==> src/rtl/decoder_pkg.sv <==
// Shared decoder constants and the one-hot pattern helper, also used by the
// plain combinational decoder elsewhere in the display tree.
package decoder_pkg;

    localparam int MAX_SEL_W = 8;
    localparam int MAX_OUT_N = 2 ** MAX_SEL_W;

    // 74x138-style enable group: G2A and G2B low, G1 high.
    localparam logic [2:0] EN_MASK  = 3'b111;
    localparam logic [2:0] EN_VALUE = 3'b100;

    localparam logic MODE_DIRECT = 1'b0;
    localparam logic MODE_SCAN   = 1'b1;

    // Callers keep the low 2**SEL_W bits of the result.
    function automatic logic [MAX_OUT_N-1:0] onehot_dec(
        input logic [MAX_SEL_W-1:0] idx,
        input logic                 active_low
    );
        logic [MAX_OUT_N-1:0] pattern;
        pattern      = '0;
        pattern[idx] = 1'b1;
        return active_low ? ~pattern : pattern;
    endfunction

endpackage

==> src/rtl/decoder_scan_if.sv <==
// Control and output bundle of the scanning decoder; the slave side is the
// decoder itself.
interface decoder_scan_if #(
    parameter int SEL_W = 3,
    parameter int DIV_W = 16
) ();

    localparam int OUT_N = 2 ** SEL_W;

    logic [2:0]       en_in;
    logic             mode;
    logic [SEL_W-1:0] data_in;
    logic [DIV_W-1:0] scan_div;
    logic [SEL_W-1:0] scan_last;
    logic [OUT_N-1:0] data_out;
    logic [SEL_W-1:0] sel_out;
    logic             scan_tick;

    modport master (
        output en_in, mode, data_in, scan_div, scan_last,
        input  data_out, sel_out, scan_tick
    );

    modport slave (
        input  en_in, mode, data_in, scan_div, scan_last,
        output data_out, sel_out, scan_tick
    );

endinterface

==> src/rtl/decoder_scan_prescaler.sv <==
// Free-running prescaler that counts 0..div and flags the last count while
// running; clear wins over run.
module scan_prescaler #(
    parameter int DIV_W = 16
) (
    input  logic             clk,
    input  logic             rst_n,
    input  logic             clear,
    input  logic             run,
    input  logic [DIV_W-1:0] div,
    output logic             tick
);

    logic [DIV_W-1:0] count;

    // Equality compare: lowering div below count lets it wrap through 2**DIV_W.
    assign tick = run && (count == div);

    always_ff @(posedge clk or negedge rst_n) begin
        if (!rst_n) begin
            count <= '0;
        end else if (clear) begin
            count <= '0;
        end else if (run) begin
            if (count == div) begin
                count <= '0;
            end else begin
                count <= count + 1'b1;
            end
        end
    end

endmodule

==> src/rtl/decoder_scan.sv <==
// Registered 1-of-2**SEL_W decoder with enable group, direct decode and an
// auto-scan mode that steps the active line across 0..scan_last.
module decoder_scan
    import decoder_pkg::*;
#(
    parameter int SEL_W      = 3,
    parameter int DIV_W      = 16,
    parameter int ACTIVE_LOW = 1
) (
    input  logic           clk,
    input  logic           rst_n,
    decoder_scan_if.slave  bus
);

    localparam int OUT_N = 2 ** SEL_W;
    localparam logic [OUT_N-1:0] INACTIVE = {OUT_N{ACTIVE_LOW != 0}};

    logic                 enabled;
    logic                 scanning;
    logic                 pre_tick;
    logic [SEL_W-1:0]     index;
    logic [SEL_W-1:0]     next_index;
    logic [SEL_W-1:0]     next_sel;
    logic                 next_tick;
    logic                 next_active;
    logic [MAX_OUT_N-1:0] dec_full;
    logic [OUT_N-1:0]     next_out;
    logic                 unused_dec_bits;

    assign enabled  = (bus.en_in & EN_MASK) == EN_VALUE;
    assign scanning = enabled && (bus.mode == MODE_SCAN);

    scan_prescaler #(
        .DIV_W (DIV_W)
    ) u_prescaler (
        .clk   (clk),
        .rst_n (rst_n),
        .clear (!scanning),
        .run   (scanning),
        .div   (bus.scan_div),
        .tick  (pre_tick)
    );

    // Disabled beats mode; the index only moves in scan mode, on a prescaler tick.
    always_comb begin
        next_index  = '0;
        next_sel    = '0;
        next_tick   = 1'b0;
        next_active = 1'b0;
        if (enabled) begin
            next_active = 1'b1;
            if (bus.mode == MODE_DIRECT) begin
                next_sel = bus.data_in;
            end else begin
                next_index = index;
                if (pre_tick) begin
                    next_tick  = 1'b1;
                    next_index = (index >= bus.scan_last) ? '0 : index + 1'b1;
                end
                next_sel = next_index;
            end
        end
    end

    assign dec_full        = onehot_dec(MAX_SEL_W'(next_sel), ACTIVE_LOW != 0);
    assign next_out        = next_active ? dec_full[OUT_N-1:0] : INACTIVE;
    assign unused_dec_bits = ^dec_full;

    always_ff @(posedge clk or negedge rst_n) begin
        if (!rst_n) begin
            index         <= '0;
            bus.sel_out   <= '0;
            bus.scan_tick <= 1'b0;
            bus.data_out  <= INACTIVE;
        end else begin
            index         <= next_index;
            bus.sel_out   <= next_sel;
            bus.scan_tick <= next_tick;
            bus.data_out  <= next_out;
        end
    end

endmodule

==> src/flat_wrapper.sv <==
// flat-port wrapper written by rule: the top's interface ports become plain ports
module decoder_scan_flat import decoder_pkg::*;
#(
    parameter int SEL_W      = 3,
    parameter int DIV_W      = 16,
    parameter int ACTIVE_LOW = 1
)
  (clk, rst_n, bus_en_in, bus_mode, bus_data_in, bus_scan_div, bus_scan_last, bus_data_out, bus_sel_out, bus_scan_tick);
  decoder_scan_if #(.SEL_W(SEL_W), .DIV_W(DIV_W)) bus_i ();
  input  logic clk;
  input  logic rst_n;
  input wire logic [$bits(bus_i.en_in)-1:0] bus_en_in;
  input wire logic [$bits(bus_i.mode)-1:0] bus_mode;
  input wire logic [$bits(bus_i.data_in)-1:0] bus_data_in;
  input wire logic [$bits(bus_i.scan_div)-1:0] bus_scan_div;
  input wire logic [$bits(bus_i.scan_last)-1:0] bus_scan_last;
  output wire logic [$bits(bus_i.data_out)-1:0] bus_data_out;
  output wire logic [$bits(bus_i.sel_out)-1:0] bus_sel_out;
  output wire logic [$bits(bus_i.scan_tick)-1:0] bus_scan_tick;
  assign bus_i.en_in = bus_en_in;
  assign bus_i.mode = bus_mode;
  assign bus_i.data_in = bus_data_in;
  assign bus_i.scan_div = bus_scan_div;
  assign bus_i.scan_last = bus_scan_last;
  assign bus_data_out = bus_i.data_out;
  assign bus_sel_out = bus_i.sel_out;
  assign bus_scan_tick = bus_i.scan_tick;
  decoder_scan #(.SEL_W(SEL_W), .DIV_W(DIV_W), .ACTIVE_LOW(ACTIVE_LOW)) u_core (.clk(clk), .rst_n(rst_n), .bus(bus_i));
endmodule
==> config.mk <==
export PLATFORM = sky130hd
export DESIGN_NAME = decoder_scan_flat
export DESIGN_NICKNAME = d
export VERILOG_FILES = /design/src/rtl/decoder_pkg.sv /design/src/rtl/decoder_scan_if.sv /design/src/rtl/decoder_scan_prescaler.sv /design/src/rtl/decoder_scan.sv /design/src/flat_wrapper.sv
export SDC_FILE = /design/constraint.sdc
export NUM_CORES = 1
export LEC_CHECK = 0
export ABC_AREA = 1
export BUFFER_PORTS_ARGS = -buffer_cell sky130_fd_sc_hd__buf_2
export CAP_MARGIN = 20
export CORE_ASPECT_RATIO = 1.2
export CORE_MARGIN = 2
export CORE_UTILIZATION = 40
export DETAILED_ROUTE_END_ITERATION = 7
export PLACE_DENSITY = 0.71
export SLEW_MARGIN = 20
export SYNTH_ARGS = -nofsm -noshare
export SYNTH_HDL_FRONTEND = slang
export SYNTH_SLANG_ARGS = --single-unit
==> constraint.sdc <==
create_clock -name clk -period 1.5 [get_ports clk]
set_input_delay 0.15 -clock clk [delete_from_list [all_inputs] [get_ports clk]]
set_output_delay 0.15 -clock clk [all_outputs]
set_load 0.02 [all_outputs]
==> results of run 1 <==
-- registers in the layout (all words and copies together), names as in the netlist --
name and cells:
u_core.bus.data_out 8, u_core.u_prescaler.count 16, u_core.bus.sel_out 3, u_core.bus.scan_tick 1
u_core.index 3
-- layout make-up --
cell class              count  area, µm²  area share
inverters                  46        175      0.0646
well taps                  56       70.1      0.0258
clock inverters             2       35.0      0.0129
multi-input cells         159       1010       0.374
flip-flops and latches     31        786       0.290
clock buffers               6       82.6      0.0304
repair buffers             86        551       0.203
-- worst reg2reg max path: stages (launching register included) --
cell     delay [ps]
dfrtp_1         380
inv_2            80
ha_4            190
o21ai_1         110
nand2_1          70
a21oi_2         200
buf_4           150
nand3_2         110
nand3_4         140
inv_2            50
nand3_1          80
-- metrics by stage --
step,util,worst slack (ps),instances
5_1_grt,0.627,-217,386
6_report,0.627,-110,386
3_5_place_dp,0.550,-120,368
3_3_place_gp,0.550,-52.0,368
2_1_floorplan,-,-13.8,238
4_1_cts,0.606,-115,383
-- repair_timing --
item | CTS | global route
pin swaps | 12 | 8
endpoints found under the setup margin | 15 | 30
resized for setup | 16 | 20
hold buffers | 1 | 0
buffers inserted | 6 | 4
endpoints found under the hold margin | 23 | 0
-- per-layer routing --
metal	GRT usage	vias up	wire length, µm
li1	-	917	-
met1	0.204	847	1650
met2	0.341	41	2430
met3	0.0473	10	206
met4	0.0604	0	83
met5	0	-	0
-- how the worst max path moves through the flow --
stage,startpoint,to
finish,u_core.index[0],u_core.bus.data_out[4]
global route,u_core.u_prescaler.count[12],u_core.bus.data_out[0]
global placement,u_core.index[0],u_core.bus.data_out[4]
CTS,u_core.index[0],u_core.bus.data_out[2]
floorplan,u_core.u_prescaler.count[0],u_core.u_prescaler.count[14]
detailed placement,u_core.index[0],u_core.bus.data_out[2]
-- layout by cell type, fill, tap and decap left out, types with 3 or more instances in the layout --
cell type / synthesis / layout
a21oi_2: 1 / 3
buf_2: 2 / 39
buf_4: 0 / 46
clkbuf_8: 0 / 6
dfrtp_1: 23 / 23
dfstp_2: 8 / 8
ha_1: 5 / 3
inv_1: 38 / 31
inv_2: 8 / 14
nand2_1: 60 / 59
nand2_4: 6 / 5
nand3_1: 16 / 11
nand3_2: 3 / 6
nand4_1: 5 / 5
nor2_1: 26 / 24
nor2_4: 3 / 4
nor3_1: 7 / 5
o21ai_1: 1 / 3
xor2_1: 8 / 8
-- kinds of logic after synthesis --
group | count (synthesis) | share of synthesized area
adders and majority gates | 5 | 0.0342
AOI/OAI and AO/OA | 13 | 0.0424
DFF | 31 | 0.429
xor gates and xnor gates | 9 | 0.0430
buffers and inverters | 48 | 0.0997
and+or+nand+nor | 132 | 0.352
-- power by group --
group          total (mW)  internal (mW)  switching (mW)
registers           0.849          0.846         0.00292
clock network       0.856          0.537           0.319
logic               0.167         0.0709          0.0965
==> impl_metrics.csv, run 1 <==
group,metric,value,unit
worst_setup_path,start_kind,"register",
timing,hold_viol,0,
worst_setup_path,crit_path_cell_trace,"inv_2 -> ha_4 -> o21ai_1 -> nand2_1 -> a21oi_2 -> buf_4 -> nand3_2 -> nand3_4 -> inv_2 -> nand3_1",
layout,nNetsFinal,362,
pwr,p_per_area,690,nW/µm²
worst_setup_path,crit_path_end_kind,"register",
timing,period_needed,1610,ps
grt,antenna_found_initial,0,
worst_setup_path,cp_slowest_cell,"dfrtp_1",
worst_setup_path,path_depth,10,
timing,fin_ws,-110,ps
floorplan,die_w,65.8,µm
flow_run,cap_violations,0,
worst_setup_path,critPathMaxStageDelay,380,ps
worst_setup_path,arrival,1830,ps
worst_setup_path,crit_family,"simple AND/OR/NAND/NOR gates",
run_status,violations,"negative setup slack",
layout,areaGrowthSynthToFinish,48.1,%
logic_synthesis,yosys.area.top_type_share,0.314,
place,dpl_cell_area,2380,µm²
drt,drtIter0Drc,60,
logic_synthesis,synth_edf_count,0,
floorplan,chipHeight,78.1,µm
logic_synthesis,yosys_warnings,0,
logic_synthesis,post_synth_num_cell_types,28,
grt,grt_pass1_wl,7500,µm
logic_synthesis,syn-cell-area,1830,µm²
timing,finalClockSkew,7.68,ps
grt,grtUsageTotal,0.186,
worst_setup_path,worstPathMaxFanout,7,
floorplan,num_rows,26,
floorplan,start_util,0.423,
layout,diodes,0,
clocking,root_buffer,"clkbuf_8",
timing,maxSlewHeadroom,0.542,
clocking,ctsHtreeMaxLevel,2,
drt,vias,1815,
logic_synthesis,ys_seq_area_frac,0.429,
layout,design_area,2710,µm²
timing,rsz0062_at_grt,"true",
clocking,cts_tree,"yes",
timing,fin_crit_sh,1.07,
pwr,peakVddDrop,0.663,mV
worst_setup_path,reg2reg_depth,10,
logic_synthesis,synth_area_leaders,"dfrtp_1 31%, nand2_1 12%, dfstp_2 11%",
pwr,power,1.87,mW
clocking,clk_path_buf_depth,2,
worst_setup_path,ff2ff_setup_slack,-110,ps
logic_synthesis,yosysMostFrequentCell,"nand2_1",
place,place_congestion,0.860,
logic_synthesis,syn_nets,271,
logic_synthesis,synth_top_area_cell,"dfrtp_1",
place,port_buffers,39,
worst_hold_path,hold_end,"u_core.bus.data_out[0]",
worst_setup_path,crit_type,"register to register",
run_status,status,"finished, violations left",
floorplan,die_area,5140,µm²
pwr,leakagePower,1.41,nW
worst_setup_path,cp.buffers_inverters,3,
timing,tns,-969,ps
clocking,numCtsBuffers,5,
worst_setup_path,worst_ep_required_time,1720,ps
clocking,cts_sinks,31,
timing,setup_viol,13,
clocking,clkLatencyLatePin,280,ps
logic_synthesis,ys.flop_type,"dfrtp_1",
layout,drive_above_1_share,0.461,
worst_setup_path,cpMostUsedCell,"inv_2",
grt,first_global_vias,1843,
grt,grt_max_degree,32,
drt,drtAntennaViolNets,0,
drt,drt_first_pass_iters,4,
timing,tightest_slew,688,ps
logic_synthesis,synth_seq_cells,31,
layout,nFillCells,377,
place,dp_hpwl,3160,µm
timing,drv_slew,0,
worst_hold_path,hold_path_depth,4,
drt,wl_per_cell,11.3,µm
floorplan,io-pin-count,40,
worst_setup_path,r2r-end,"u_core.bus.data_out[4]",
timing,hold_ws,206,ps
floorplan,core_area,4330,µm²
grt,grt_overflow,0,
logic_synthesis,synth_area_per_cell,7.70,µm²
drt,route.detailed.drc,0,
logic_synthesis,synthArstFlopShare,1.00,
clocking,clk_pin_slew,60,ps
logic_synthesis,syn_inst,238,
worst_hold_path,hp-start,"bus_en_in[2]",
worst_hold_path,hold_class,"input pin to register",
drt,via_per_inst,4.70,
drt,drt_wl_total,4370,µm
logic_synthesis,synth_commonest_cells,"60 x nand2_1, 38 x inv_1, 26 x nor2_1",
timing,fmax,621,MHz
worst_setup_path,r2r-start,"u_core.index[0]",
Note: power is estimated with default switching activity, not from simulation.
==> run 2, diff against run 1 <==
- MAX_ROUTING_LAYER: default -> met4
==> impl_metrics.csv, run 2 (synthesis results as in run 1) <==
group,metric,value,unit
drt,wl_per_cell,11.3,µm
timing,period_needed,1610,ps
floorplan,io-pin-count,40,
drt,via_per_inst,4.70,
timing,hold_ws,205,ps
place,place_congestion,0.874,
drt,vias,1813,
drt,drt_first_pass_iters,4,
pwr,p_per_area,690,nW/µm²
grt,use_met2,0.341,
grt,first_global_vias,1843,
timing,setup_viol,13,
floorplan,num_rows,26,
timing,tns,-978,ps
timing,finalClockSkew,7.51,ps
grt,grt_busiest_layer,"met2",
clocking,numCtsBuffers,5,
floorplan,chipHeight,78.1,µm
timing,fin_crit_sh,1.07,
drt,route.detailed.drc,0,
grt,grt_overflow,0,
grt,grtUsageTotal,0.191,
layout,top_register,"u_core.u_prescaler.count",
pwr,peakVddDrop,0.661,mV
timing,maxSlewHeadroom,0.540,
worst_hold_path,hp-start,"bus_en_in[2]",
floorplan,core_area,4330,µm²
worst_setup_path,start_kind,"register",
floorplan,die_w,65.8,µm
pwr,intPower,1.45,mW
clocking,cts_sinks,31,
drt,drt_wl_total,4370,µm
run_status,violations,"negative setup slack",
worst_hold_path,hold_end,"u_core.bus.data_out[0]",
drt,drtAntennaViolNets,0,
pwr,swShare,0.223,
run_status,status,"finished, violations left",
grt,antenna_found_initial,0,
grt,grt_pass1_wl,7500,µm
timing,hold_viol,0,
floorplan,start_util,0.423,
layout,largest_reg_flops,16,
worst_setup_path,reg2reg_depth,10,
worst_setup_path,worstPathMaxFanout,7,
worst_setup_path,crit_path_end_kind,"register",
grt,use_met1,0.205,
timing,fin_ws,-112,ps
layout,layout_commonest_cell,"nand2_1",
timing,rsz0062_at_grt,"true",
pwr,leakagePower,1.41,nW
layout,reg_top3,"u_core.u_prescaler.count x16, u_core.bus.data_out x8",
worst_setup_path,r2r-end,"u_core.bus.data_out[4]",
timing,fmax,620,MHz
clocking,root_buffer,"clkbuf_8",
layout,diodes,0,
worst_setup_path,crit_type,"register to register",
place,dp_hpwl,3160,µm
floorplan,die_area,5140,µm²
grt,grt_max_degree,32,
pwr,p_seq_frac,0.453,
clocking,clk_pin_slew,60,ps
pwr,combinationalPowerShare,0.089,
grt,use_met3,0.0458,
layout,areaGrowthSynthToFinish,48.1,%
drt,drtIter0Drc,60,
worst_setup_path,worst_ep_required_time,1720,ps
layout,drive_above_1_share,0.461,
pwr,switchingPower,418,µW
worst_hold_path,hold_class,"input pin to register",
place,port_buffers,39,
worst_setup_path,arrival,1830,ps
layout,nNetsFinal,362,
pwr,power.share.clock,0.457,
layout,layout_common_cells,"59 x nand2_1, 46 x buf_4, 39 x buf_2",
worst_setup_path,r2r-start,"u_core.index[0]",
timing,drv_slew,0,
clocking,clkLatencyLatePin,280,ps
worst_setup_path,ff2ff_setup_slack,-110,ps
layout,final_util,0.627,
worst_hold_path,hold_path_depth,4,
clocking,cts_tree,"yes",
clocking,ctsHtreeMaxLevel,2,
clocking,clk_path_buf_depth,2,
timing,tightest_slew,690,ps
flow_run,cap_violations,0,
-- run 2: cell counts in the layout (fill, tap and decap cells not counted) --
No cell type changed its count.
-- run 2: worst max-delay path by stage --
stage / start / end
global route: u_core.index[0] / u_core.bus.data_out[5]
floorplan: u_core.u_prescaler.count[0] / u_core.u_prescaler.count[14]
global placement: u_core.index[0] / u_core.bus.data_out[4]
finish: u_core.index[0] / u_core.bus.data_out[4]
detailed placement: u_core.index[0] / u_core.bus.data_out[2]
CTS: u_core.index[0] / u_core.bus.data_out[2]
-- run 2: power by group through the flow --
stage                     sequential [mW]  clock [mW]  combinational, mW
after floorplan                     0.871           0             0.0686
after global placement              0.863           0              0.148
after detailed placement            0.863           0              0.153
after CTS                           0.849       0.875              0.165
after global routing                0.849       0.906              0.190
final                               0.849       0.855              0.167
-- run 2: worst max-delay path, stage by stage, from the launching register on --
cell and delay (ps):
dfrtp_1 380, inv_2 80, ha_4 190, o21ai_1 110, nand2_1 70, a21oi_2 200, buf_4 150, nand3_2 110
nand3_4 140, inv_2 50, nand3_1 80
-- run 2: final cells by class --
class / count / area, µm²
timing repair buffer: 86 / 551
clock buffer: 6 / 82.6
inverter: 46 / 175
fill: 377 / 1610
tap: 56 / 70.1
sequential: 31 / 786
multi-input combinational: 159 / 1010
clock inverter: 2 / 35.0
-- run 2: stage by stage --
| step | cell area (µm²) | instances | worst slack, ps | power (mW) |
|---|---|---|---|---|
| after floorplan | 1850 | 238 | -13.8 | 0.939 |
| after global placement | 2380 | 368 | -52.0 | 1.01 |
| after detailed placement | 2380 | 368 | -120 | 1.02 |
| after CTS | 2620 | 383 | -115 | 1.89 |
| after global routing | 2710 | 386 | -216 | 1.94 |
| final | 2710 | 386 | -112 | 1.87 |
-- run 2: repair_timing --
action                                  CTS  global route
hold buffers                              1             0
gates resized for setup                  16            20
hold endpoints to repair                 23             0
setup buffers                             6             4
endpoints found under the setup margin   15            30
cloned                                    0             0
pin swaps                                12             8
-- run 2: layer usage --
layer / share of wire / vias up
li1: - / 916
met1: 0.38 / 846
met2: 0.56 / 40
met3: 0.049 / 11
met4: 0.018 / 0
met5: 0 / -
==> run 3, diff against run 2 <==
- BUFFER_PORTS_ARGS: -buffer_cell sky130_fd_sc_hd__buf_2 -> default
- CAP_MARGIN: 20 -> 10
- DONT_BUFFER_PORTS: default -> 1
- PLACE_DENSITY: 0.71 -> 0.61
- clock period: 1.5 -> 1.8 ns (I/O delays scaled with it)
==> impl_metrics.csv, run 3 (synthesis results as in run 1) <==
group,metric,value,unit
clocking,cts_tree,"yes",
worst_setup_path,arrival,1870,ps
worst_setup_path,crit_path_end_kind,"register",
timing,drv_slew,0,
layout,final_util,0.496,
layout,diodes,0,
timing,period_needed,1690,ps
grt,antenna_found_initial,0,
drt,drt_wl_total,3720,µm
worst_setup_path,critPathMaxStageDelay,410,ps
clocking,root_buffer,"clkbuf_8",
pwr,combinationalPowerShare,0.058,
timing,setup_viol,0,
layout,finalNonFillerCells,313,
drt,wl_per_cell,11.9,µm
worst_hold_path,hp-start,"bus_data_in[0]",
drt,drtIter0Drc,44,
worst_setup_path,reg2reg_depth,9,
place,place_congestion,0.801,
worst_setup_path,worstPathMaxFanout,5,
clocking,numCtsBuffers,5,
worst_hold_path,hold_class,"input pin to register",
place,dp_cells,299,
flow_run,cap_violations,0,
layout,areaGrowthSynthToFinish,17.2,%
worst_setup_path,crit_path_cell_trace,"ha_1 -> nand3_2 -> inv_2 -> nand3_2 -> nor4_4 -> nand3_1 -> nand2_1 -> o21ai_1 -> o21a_1",
pwr,peakVddDrop,0.514,mV
drt,route.detailed.drc,0,
layout,nNetsFinal,289,
grt,grt_overflow,0,
worst_hold_path,hold_path_depth,2,
layout,layout_commonest_cell,"nand2_1",
floorplan,die_w,65.8,µm
worst_setup_path,r2r-end,"u_core.u_prescaler.count[14]",
drt,drt_first_pass_iters,4,
timing,fin_crit_sh,0.941,
layout,layout_common_cells,"60 x nand2_1, 37 x inv_1, 26 x nor2_1",
layout,largest_reg_flops,16,
grt,grtUsageTotal,0.158,
layout,drive_above_1_share,0.222,
grt,first_global_vias,1368,
worst_setup_path,crit_type,"register to register",
timing,hold_ws,142,ps
worst_setup_path,start_kind,"register",
worst_setup_path,cpMostUsedCell,"nand3_2",
pwr,power,1.51,mW
clocking,clk_pin_slew,70,ps
run_status,status,"complete, no violations",
pwr,intPower,1.19,mW
place,dp_hpwl,2790,µm
grt,grt_max_degree,32,
grt,grt_pass1_wl,6000,µm
drt,via_per_inst,4.65,
clocking,ctsHtreeMaxLevel,2,
pwr,leakagePower,1.08,nW
worst_hold_path,hold_end,"u_core.bus.sel_out[0]",
worst_setup_path,ff2ff_setup_slack,110,ps
pwr,power.share.clock,0.468,
pwr,p_seq_frac,0.474,
floorplan,die_area,5140,µm²
timing,maxSlewHeadroom,0.783,
pwr,switchingPower,320,µW
timing,tightest_slew,322,ps
timing,fmax,590,MHz
timing,hold_viol,0,
worst_setup_path,cp_slowest_cell,"dfrtp_1",
pwr,p_per_area,702,nW/µm²
worst_setup_path,r2r-start,"u_core.u_prescaler.count[0]",
place,port_buffers,0,
floorplan,num_rows,26,
floorplan,start_util,0.423,
layout,reg_top3,"u_core.u_prescaler.count x16, u_core.bus.data_out x8",
timing,finalClockSkew,7.38,ps
drt,vias,1457,
drt,drtAntennaViolNets,0,
floorplan,chipHeight,78.1,µm
clocking,clk_path_buf_depth,2,
layout,nFillCells,431,
pwr,swShare,0.213,
floorplan,io-pin-count,40,
clocking,clkLatencyLatePin,280,ps
layout,top_register,"u_core.u_prescaler.count",
worst_setup_path,worst_ep_required_time,1970,ps
floorplan,core_area,4330,µm²
clocking,cts_sinks,31,
==> run 3: worst max-delay path, delay by kind of cell, from the launching register on <==
kind,cells,cell delay (ps)
adder cells (fa/ha/maj),1,230
AO/OA/AOI/OAI,2,170
AND/OR/NAND/NOR,5,690
flip-flops,1,410
buffers and inverters,1,90
==> run 3: metrics by stage <==
| step | worst slack (ps) | setup TNS (ps) | area (µm²) |
|---|---|---|---|
| after floorplan | 217 | 0 | 1830 |
| after global placement | 70.8 | 0 | 1940 |
| after detailed placement | 65.4 | 0 | 1940 |
| after CTS | 60.9 | 0 | 2090 |
| after global routing | -35.6 | -64.7 | 2150 |
| final | 106 | 0 | 2150 |
==> run 3: power by group through the flow <==
stage	Sequential (mW)	Combinational, mW	Clock, mW
detailed placement	0.726	0.0673	0
finish	0.714	0.0880	0.705
CTS	0.714	0.0883	0.726
floorplan	0.726	0.0567	0
global route	0.714	0.102	0.747
global placement	0.726	0.0662	0
==> run 3: area by class of cell <==
type | count | area [µm²] | area share
multi-input cells | 159 | 888 | 0.414
inverters | 46 | 173 | 0.0804
repair buffers | 13 | 113 | 0.0524
clock buffers | 6 | 82.6 | 0.0385
flip-flops and latches | 31 | 786 | 0.366
well taps | 56 | 70.1 | 0.0326
clock inverters | 2 | 35.0 | 0.0163
==> run 3: metal layers <==
| metal | global-route usage | part of all wire |
|---|---|---|
| met2 | 0.262 | 0.52 |
| met3 | 0.0501 | 0.056 |
| met4 | 0.0625 | 0.022 |
| met5 | - | 0 |
| met1 | 0.174 | 0.41 |
==> run 3: repair_timing <==
item / in CTS / in global routing
gates resized for setup: 0 / 6
setup endpoints to repair: 0 / 11
hold endpoints to repair: 31 / 0
buffers inserted: 0 / 4
hold buffers: 2 / 0
==> run 3: worst max path at each step <==
stage	start	depth (start not counted)	slack, ps	end
after CTS	u_core.index[0]	11	60	u_core.bus.data_out[6]
after global placement	u_core.index[0]	11	70	u_core.bus.data_out[6]
after detailed placement	u_core.index[0]	11	70	u_core.bus.data_out[2]
after global routing	u_core.u_prescaler.count[0]	9	-40	u_core.u_prescaler.count[14]
after floorplan	u_core.u_prescaler.count[0]	9	220	u_core.u_prescaler.count[14]
final	u_core.u_prescaler.count[0]	9	110	u_core.u_prescaler.count[14]
